## src/rtl/cwm_phase_gen.sv

```systemverilog
// cwm_phase_gen: wrapped phase accumulator feeding the TX CWM CORDIC stage.
// It emits one signed Q2.13 angle per sample strobe. Every angle it emits lies in
// [-PI_Q, PI_Q). It supports a burst length, abort and a config handshake.
//
// Optional build macro: CWM_SWEEP_EN adds cfg_step_i. This input makes a linear
// chirp: fcw is stepped after every emitted theta and saturated.
//
// Ports
//   clk            clock
//   rst            asynchronous reset, active-low
//   cfg_valid_i    config offer
//   cfg_ready_o    config accept, high only in IDLE
//   cfg_fcw_i      signed Q2.13 phase step per sample
//   cfg_phase0_i   signed Q2.13 start phase, folded once into range on capture
//   cfg_len_i      samples per burst, 0 = continuous
//   cfg_step_i     (CWM_SWEEP_EN only) signed Q2.13 fcw increment per sample
//   start_i        begin burst (IDLE only)
//   abort_i        return to IDLE next cycle, no done
//   sample_en_i    sample strobe, one theta per strobe while running
//   theta_o        signed Q2.13 angle
//   theta_valid_o  1-cycle pulse, theta_o is new
//   wrap_o         accumulator wrapped while producing this theta's successor
//   busy_o         state != IDLE
//   done_o         1-cycle pulse at burst end
//
// state | meaning
// IDLE  | accepts config and start, outputs quiet
// RUN   | one theta per strobe, leaves after the len-th theta
// DONE  | done_o is high for this one cycle, then IDLE
module cwm_phase_gen #(
   parameter int LEN_W    = 16,
   parameter int PI_Q     = 25736,
   parameter int TWO_PI_Q = 51472
) (
   input  logic             clk,
   input  logic             rst,
   input  logic             cfg_valid_i,
   output logic             cfg_ready_o,
   input  logic [15:0]      cfg_fcw_i,
   input  logic [15:0]      cfg_phase0_i,
   input  logic [LEN_W-1:0] cfg_len_i,
`ifdef CWM_SWEEP_EN
   input  logic [15:0]      cfg_step_i,
`endif
   input  logic             start_i,
   input  logic             abort_i,
   input  logic             sample_en_i,
   output logic [15:0]      theta_o,
   output logic             theta_valid_o,
   output logic             wrap_o,
   output logic             busy_o,
   output logic             done_o
);

   localparam logic signed [16:0] PI_S      = 17'(PI_Q);
   localparam logic signed [16:0] NEG_PI_S  = 17'(-PI_Q);
   localparam logic [15:0]        TWO_PI_LO = 16'(TWO_PI_Q);

   typedef enum logic [1:0] {S_IDLE, S_RUN, S_DONE} state_t;

   state_t           state_q;
   logic [15:0]      acc_q;
   logic [15:0]      fcw_q;
   logic [LEN_W-1:0] len_q;
   logic [LEN_W-1:0] cnt_q;
   logic [15:0]      theta_q;
   logic             theta_valid_q;
   logic             wrap_q;
   logic             done_q;

   logic signed [16:0] sum_s;
   logic [15:0]        acc_d;
   logic               wrap_d;
   logic signed [16:0] ph_s;
   logic [15:0]        ph_d;
   logic               term;

   // Folding adds or subtracts 2*pi once. The folded value always fits in 16 bits,
   // so the fold can be done on the low 16 bits directly.
   always_comb begin
      sum_s  = {acc_q[15], acc_q} + {fcw_q[15], fcw_q};
      acc_d  = sum_s[15:0];
      wrap_d = 1'b0;
      if (sum_s >= PI_S) begin
         acc_d  = sum_s[15:0] - TWO_PI_LO;
         wrap_d = 1'b1;
      end else if (sum_s < NEG_PI_S) begin
         acc_d  = sum_s[15:0] + TWO_PI_LO;
         wrap_d = 1'b1;
      end
   end

   always_comb begin
      ph_s = {cfg_phase0_i[15], cfg_phase0_i};
      ph_d = cfg_phase0_i;
      if (ph_s >= PI_S)
         ph_d = cfg_phase0_i - TWO_PI_LO;
      else if (ph_s < NEG_PI_S)
         ph_d = cfg_phase0_i + TWO_PI_LO;
   end

`ifdef CWM_SWEEP_EN
   localparam logic signed [16:0] FCW_MAX_S = 17'(PI_Q - 1);
   localparam logic signed [16:0] FCW_MIN_S = 17'(-(PI_Q - 1));

   logic [15:0]        step_q;
   logic signed [16:0] fsum_s;
   logic [15:0]        fcw_d;

   always_comb begin
      fsum_s = {fcw_q[15], fcw_q} + {step_q[15], step_q};
      fcw_d  = fsum_s[15:0];
      if (fsum_s > FCW_MAX_S)
         fcw_d = FCW_MAX_S[15:0];
      else if (fsum_s < FCW_MIN_S)
         fcw_d = FCW_MIN_S[15:0];
   end
`else
   logic [15:0] fcw_d;
   assign fcw_d = fcw_q;
`endif

   // The len-th theta has been emitted. A length of 0 never terminates.
   assign term = (len_q != '0) && (cnt_q == '0);

   always_ff @(posedge clk or negedge rst) begin
      if (!rst) begin
         state_q       <= S_IDLE;
         acc_q         <= '0;
         fcw_q         <= '0;
         len_q         <= '0;
         cnt_q         <= '0;
         theta_q       <= '0;
         theta_valid_q <= 1'b0;
         wrap_q        <= 1'b0;
         done_q        <= 1'b0;
`ifdef CWM_SWEEP_EN
         step_q        <= '0;
`endif
      end else begin
         theta_valid_q <= 1'b0;
         wrap_q        <= 1'b0;
         done_q        <= 1'b0;
         case (state_q)
            S_IDLE: begin
               if (cfg_valid_i) begin
                  fcw_q <= cfg_fcw_i;
                  len_q <= cfg_len_i;
                  acc_q <= ph_d;
`ifdef CWM_SWEEP_EN
                  step_q <= cfg_step_i;
`endif
               end
               // A config offered in the same cycle as start is the one the burst uses.
               if (start_i) begin
                  state_q <= S_RUN;
                  cnt_q   <= cfg_valid_i ? cfg_len_i : len_q;
               end
            end
            S_RUN: begin
               if (abort_i) begin
                  state_q <= S_IDLE;
               end else if (term) begin
                  state_q <= S_DONE;
                  done_q  <= 1'b1;
               end else if (sample_en_i) begin
                  theta_q       <= acc_q;
                  theta_valid_q <= 1'b1;
                  wrap_q        <= wrap_d;
                  acc_q         <= acc_d;
                  fcw_q         <= fcw_d;
                  if (len_q != '0)
                     cnt_q <= cnt_q - 1'b1;
               end
            end
            S_DONE: begin
               state_q <= S_IDLE;
            end
            default: begin
               state_q <= S_IDLE;
            end
         endcase
      end
   end

   assign cfg_ready_o   = (state_q == S_IDLE);
   assign busy_o        = (state_q != S_IDLE);
   assign theta_o       = theta_q;
   assign theta_valid_o = theta_valid_q;
   assign wrap_o        = wrap_q;
   assign done_o        = done_q;

endmodule

```

## config.mk

```make
export PLATFORM = sky130hd
export DESIGN_NAME = cwm_phase_gen
export DESIGN_NICKNAME = d
export VERILOG_FILES = /design/src/rtl/cwm_phase_gen.sv
export SDC_FILE = /design/constraint.sdc
export NUM_CORES = 1
export LEC_CHECK = 0
export CAP_MARGIN = 0
export CORE_UTILIZATION = 45
export CTS_BUF_LIST = sky130_fd_sc_hd__clkbuf_16
export DETAILED_ROUTE_END_ITERATION = 8
export DONT_BUFFER_PORTS = 1
export PLACE_DENSITY_LB_ADDON = 0.05
export SLEW_MARGIN = 20
export SYNTH_ARGS = -nofsm -noshare
export SYNTH_HDL_FRONTEND = slang
export SYNTH_SLANG_ARGS = --single-unit
```

## constraint.sdc

```tcl
create_clock -name clk -period 10.5 [get_ports clk]
set_clock_uncertainty 0.15 [all_clocks]
set_input_delay 1.575 -clock clk [delete_from_list [all_inputs] [get_ports clk]]
set_output_delay 1.575 -clock clk [all_outputs]
set_load 0.005 [all_outputs]
```

==> flow_metrics.env, run 1 <==
export IMPL_setup_viol=0
export IMPL_path_max_fanout=11
export IMPL_overflow=0
export IMPL_critPathArrivalTime_ps=4110
export IMPL_fill_cells=1252
export IMPL_drv_cap=0
export IMPL_status="completed"
export IMPL_ctsRootBufferMaster="clkbuf_16"
export IMPL_crit_required_ps=10560
export IMPL_async_flop_share_pct=100
export IMPL_seq_area_frac_synth_pct=36.5
export IMPL_regArea_mm2=0.00213
export IMPL_drtPass1Iterations=5
export IMPL_finalMaxSlewViolations=0
export IMPL_cts_hold_buf=0
export IMPL_dieArea_mm2=0.0134
export IMPL_cts_tree="yes"
export IMPL_min_path_type="register to register"
export IMPL_clk_path_buf_depth=2
export IMPL_syn_inst=713
export IMPL_hold_viol=0
export IMPL_num_rows=41
export IMPL_synth_avg_cell_area_um2=8.17
export IMPL_critPathKind="register to register"
export IMPL_peakVddDrop_mv=0.123
export IMPL_max_freq_mhz=247
export IMPL_syn_nets=789
export IMPL_r2r_slack_ps=6450
export IMPL_die_h_um=116
export IMPL_tns_ps=0
export IMPL_grt_pass1_wl_mm=25.4
export IMPL_layout_commonest_cell="nand2_1"
export IMPL_drt_iter0_drc=258
export IMPL_yosysWarnings=0
export IMPL_totalWireLength_mm=16.2
export IMPL_post_route_period_util_pct=38.6
export IMPL_die_w_um=116
export IMPL_hold_slack_ps=336
export IMPL_finalNetCount=766
export IMPL_grt_max_degree=86
export IMPL_route_detailed_drc=0
export IMPL_yosysUniqueCellTypes=74
export IMPL_portBuffers=0
export IMPL_initial_core_util_pct=46.2
export IMPL_post_dp_hpwl_mm=11.9
export IMPL_h_tree_depth=3
export IMPL_rsz0062_at_grt="no"
export IMPL_worst_pin_slew_ps=846
export IMPL_slew_headroom_pct=43.2
export IMPL_ys_ff_latch=85
export IMPL_areaGrowthSynthToFinish_pct=6.66
export IMPL_power_w=0.00211
export IMPL_synth_main_ff_cell="dfrtp_1"
export IMPL_synth_edf_count=0
export IMPL_synth_area_mm2=0.00583
export IMPL_io_pins=75
export IMPL_design_area_mm2=0.00622
export IMPL_drive_above_1_share_pct=6.19
export IMPL_vias=5075
export IMPL_powerDensity_mw_per_mm2=340
export IMPL_clkSlewWorstSetupHoldPaths_ps=60
export IMPL_antenna_left=0
export IMPL_antenna_cells=0
export IMPL_gp_congestion=0.850
export IMPL_period_needed_ps=4050
export IMPL_track_usage_pct=25.3
export IMPL_grt_pass1_vias=4792
export IMPL_clock_sinks=85
export IMPL_final_cell_mix="190 x nand2_1, 85 x dfrtp_1, 39 x nor2_1"
export IMPL_cts_buffers=9
export IMPL_cts_setup_buffers=0
export IMPL_multi_input_area_mm2=0.00347
export IMPL_placed_area_mm2=0.00593
export IMPL_antenna_found_initial=0
export IMPL_power_leakage_nw=2.78
export IMPL_post_cts_resized=0
export IMPL_avgRoutedWirePerCell_um=18.7
export IMPL_core_mm2=0.0126
export IMPL_crit_path_end_kind="register"
export IMPL_start_kind="register"
export IMPL_clk_latency_ps=350
export IMPL_via_per_inst=5.85
==> sequential cells by signal (all words and copies together) (netlist names) <==
name and cells:
acc_q 16, fcw_d 16, state_q 2, wrap_o 1, done_o 1, len_q 16
theta_valid_o 1, theta_o 16, cnt_q 16
==> kinds of logic after synthesis <==
family	synth area share, %
DFF	36.5
AOI/OAI and AO/OA	22.4
and+or+nand+nor	24.7
buffers and inverters	3.99
xor gates and xnor gates	4.19
muxes	3.33
adders and majority gates	4.85
==> report_power, final <==
group          switching [W]  internal [W]
clock               0.000137      0.000183
sequential          0.000115      0.000438
combinational       0.000762      0.000478
==> final timing paths <==
kind | start | to | cells past startpoint
setup / recovery | acc_q[0] | acc_q[11] | 13
hold / removal | fcw_d[3] | fcw_d[3] | 2
setup reg to reg | acc_q[0] | acc_q[11] | 13
hold reg to reg | fcw_d[3] | fcw_d[3] | 2
max in group asynchronous | rst | acc_q[9] | 0
min in group asynchronous | rst | theta_o[10] | 0
==> stage by stage <==
step                util (%)  setup WS [ps]  instances
CTS                     49.3           6420        867
global route            49.3           6150        867
detailed placement      47.0           6450        851
finish                  49.3           6450        867
floorplan                  -           6920        713
global placement        47.0           6480        851
==> layout make-up <==
| cell class | count | area share, % |
|---|---|---|
| clock inverter | 7 | 1.05 |
| tap | 172 | 3.46 |
| inverter | 16 | 0.966 |
| multi-input combinational | 571 | 55.8 |
| timing repair buffer | 7 | 0.845 |
| sequential | 85 | 34.2 |
| clock buffer | 9 | 3.62 |
==> synthesized netlist by cell type, types with 9 or more instances <==
master,number,area [um^2]
a21o_1,10,75.1
a21oi_1,37,185
a31oi_1,9,56.3
clkbuf_1,31,116
dfrtp_1,85,2130
ha_1,21,263
inv_1,15,56.3
mux2i_1,16,160
nand2_1,190,713
nand3_1,20,100
nor2_1,39,146
nor3_1,25,125
nor4_1,9,56.3
o21ai_0,20,100
xnor2_1,18,158
==> critical path, stage by stage (launching register included) <==
cell and delay, ps:
dfrtp_1 420, ha_1 250, fa_1 420, a21o_1 230, a221oi_4 480, nor4b_2 130
nor3_4 410, o221ai_2 200, a2111oi_4 430, nor3_1 90, buf_4 200, a22oi_1 210
xor2_1 200, a21oi_1 90
==> metal layers <==
metal / vias to the layer above / wire length, um / GRT usage, % / part of all wire (%)
li1: 2505 / - / - / -
met1: 2445 / 6960 / 31.4 / 43
met2: 107 / 8290 / 44.5 / 51
met3: 18 / 670 / 3.56 / 4.1
met4: 0 / 295 / 9.40 / 1.8
met5: - / 0 / 0 / 0
Power figures use the tool's default switching activity.
==> run 2: changes to the inputs <==
==> constraint.sdc (replaced) <==
create_clock -name clk -period 4.2 [get_ports clk]
set_clock_uncertainty 0.15 [all_clocks]
set_input_delay 0.63 -clock clk [delete_from_list [all_inputs] [get_ports clk]]
set_output_delay 0.63 -clock clk [all_outputs]
set_load 0.005 [all_outputs]
==> run 2 against run 1 <==
Utilization grew 0.51 points. Non-clock buffer count is 7 higher. Critical path depth stayed put. Critical path type unchanged. Clock power increased by 140%. Highest routed layer unchanged.
==> flow_metrics.env, run 2 (synthesis gave the netlist of run 1 again) <==
export IMPL_status="completed"
export IMPL_cts_tree="yes"
export IMPL_peakVddDrop_mv=0.300
export IMPL_critical_path_depth=13
export IMPL_cp_top_family="compound AO/OA/AOI/OAI gates"
export IMPL_core_mm2=0.0126
export IMPL_max_freq_mhz=255
export IMPL_clkSlewWorstSetupHoldPaths_ps=60
export IMPL_grt_pass1_vias=4901
export IMPL_portBuffers=0
export IMPL_grt_pass1_wl_mm=25.7
export IMPL_r2r_slack_ps=280
export IMPL_fill_cells=1273
export IMPL_gp_congestion=0.875
export IMPL_critPathKind="register to register"
export IMPL_reg2reg_from="acc_q[0]"
export IMPL_design_area_mm2=0.00628
export IMPL_setup_slack_ps=280
export IMPL_start_kind="register"
export IMPL_critPathMaxStageDelay_ps=430
export IMPL_clock_sinks=85
export IMPL_antenna_found_initial=0
export IMPL_layout_commonest_cell="nand2_1"
export IMPL_num_rows=41
export IMPL_worst_r2r_endpoint="acc_q[9]"
export IMPL_crit_slowest_cell="a221oi_4"
export IMPL_h_tree_depth=3
export IMPL_post_route_period_util_pct=93.3
export IMPL_finalNetCount=773
export IMPL_crit_buf_inv=1
export IMPL_drt_iter0_drc=291
export IMPL_worst_pin_slew_ps=854
export IMPL_grt_max_degree=86
export IMPL_drive_above_1_share_pct=6.99
export IMPL_totalWireLength_mm=16.1
export IMPL_ctsRootBufferMaster="clkbuf_16"
export IMPL_clk_path_buf_depth=2
export IMPL_setup_viol=0
export IMPL_crit_path_end_kind="register"
export IMPL_power_frac_comb_pct=59.5
export IMPL_post_dp_hpwl_mm=11.7
export IMPL_switching_power_w=0.00252
export IMPL_p_clk_share_pct=14.7
export IMPL_dieArea_mm2=0.0134
export IMPL_pwr_share_seq_pct=25.8
export IMPL_period_needed_ps=3920
export IMPL_io_pins=75
export IMPL_p_sw_share_pct=47.1
export IMPL_intPower_w=0.00283
export IMPL_die_w_um=116
export IMPL_rr_worst_depth=13
export IMPL_route_detailed_drc=0
export IMPL_tns_ps=0
export IMPL_via_per_inst=5.85
export IMPL_clk_latency_ps=350
export IMPL_die_h_um=116
export IMPL_crit_required_ps=4340
export IMPL_crit_path_start="acc_q[0]"
export IMPL_crit_chain="ha_1, fa_1, a21o_1, a221oi_4, o221ai_1, a31oi_1, xor2_1, o21a_1, nor3_1, buf_4, a22oi_1, or4_1, nand3_1"
export IMPL_min_path_type="primary input to asynchronous set/reset pin"
export IMPL_path_max_fanout=9
export IMPL_antenna_left=0
export IMPL_power_leakage_nw=2.82
export IMPL_slew_headroom_pct=43.1
export IMPL_place_ws_ps=329
export IMPL_antenna_cells=0
export IMPL_critPathArrivalTime_ps=4060
export IMPL_vias=5106
export IMPL_rsz0062_at_grt="no"
export IMPL_avgRoutedWirePerCell_um=18.5
export IMPL_track_usage_pct=25.4
export IMPL_critPathCapture="acc_q[9]"
export IMPL_overflow=0
export IMPL_hold_viol=0
export IMPL_drv_cap=0
export IMPL_powerDensity_mw_per_mm2=851
export IMPL_final_cell_mix="190 x nand2_1, 85 x dfrtp_1, 39 x nor2_1"
export IMPL_finalMaxSlewViolations=0
export IMPL_initial_core_util_pct=46.2
export IMPL_drtPass1Iterations=6
export IMPL_placed_area_mm2=0.00597
export IMPL_cts_buffers=9
export IMPL_areaGrowthSynthToFinish_pct=7.75
## run 2: power by group through the flow
| stage | Sequential (W) | Clock, W | Combinational, W |
|---|---|---|---|
| 2_1_floorplan | 0.00128 | 0 | 0.00247 |
| 3_3_place_gp | 0.00139 | 0 | 0.00314 |
| 3_5_place_dp | 0.00140 | 0 | 0.00313 |
| 4_1_cts | 0.00138 | 0.000805 | 0.00318 |
| 5_1_grt | 0.00142 | 0.000833 | 0.00353 |
| 6_report | 0.00138 | 0.000785 | 0.00318 |
## run 2: through the flow
step | total power, W | hold slack (ps) | utilization [%] | cells
final | 0.00535 | 5.85 | 49.8 | 873
after global routing | 0.00578 | 58.5 | 49.8 | 873
after CTS | 0.00536 | 54.4 | 49.8 | 873
after detailed placement | 0.00453 | 186 | 47.3 | 857
after global placement | 0.00453 | 186 | 47.3 | 857
after floorplan | 0.00375 | 184 | - | 713
## run 2: worst min path at each step
stage,startpoint,end,cells past startpoint
finish,rst,theta_o[7],1
global route,rst,theta_valid_o,1
CTS,rst,theta_o[7],1
detailed placement,rst,theta_o[7],0
global placement,rst,theta_o[7],0
floorplan,rst,acc_q[0],0
## run 2: repair_timing
action,in CTS,in global routing
hold buffers,1,0
hold endpoints to repair,85,0
setup buffers,0,0
gates resized for setup,0,0
## run 2: layout make-up
cell class / count / area, um^2 / share of cell area (%)
flip-flops and latches: 85 / 2130 / 33.9
well taps: 172 / 215 / 3.43
clock buffers: 9 / 225 / 3.59
inverters: 16 / 60.1 / 0.956
repair buffers: 14 / 125 / 1.99
multi-input cells: 571 / 3470 / 55.3
clock inverters: 6 / 56.3 / 0.897
## run 2: metal layers
| metal | global-route usage, % | vias to the layer above | wire length (um) |
|---|---|---|---|
| met5 | 0 | - | 0 |
| met4 | 9.06 | 0 | 294 |
| met3 | 4.34 | 21 | 639 |
| met2 | 43.7 | 110 | 7960 |
| met1 | 32.0 | 2446 | 7250 |
| li1 | - | 2529 | - |
## run 2: worst register-to-register path: cells and delay by family (launching register included)
kind	cells	cell delay (ps)
buf+inv	1	250
xor+xnor	1	160
compound gates	6	1440
simple gates	3	820
flops	1	390
fa+ha+maj	2	650
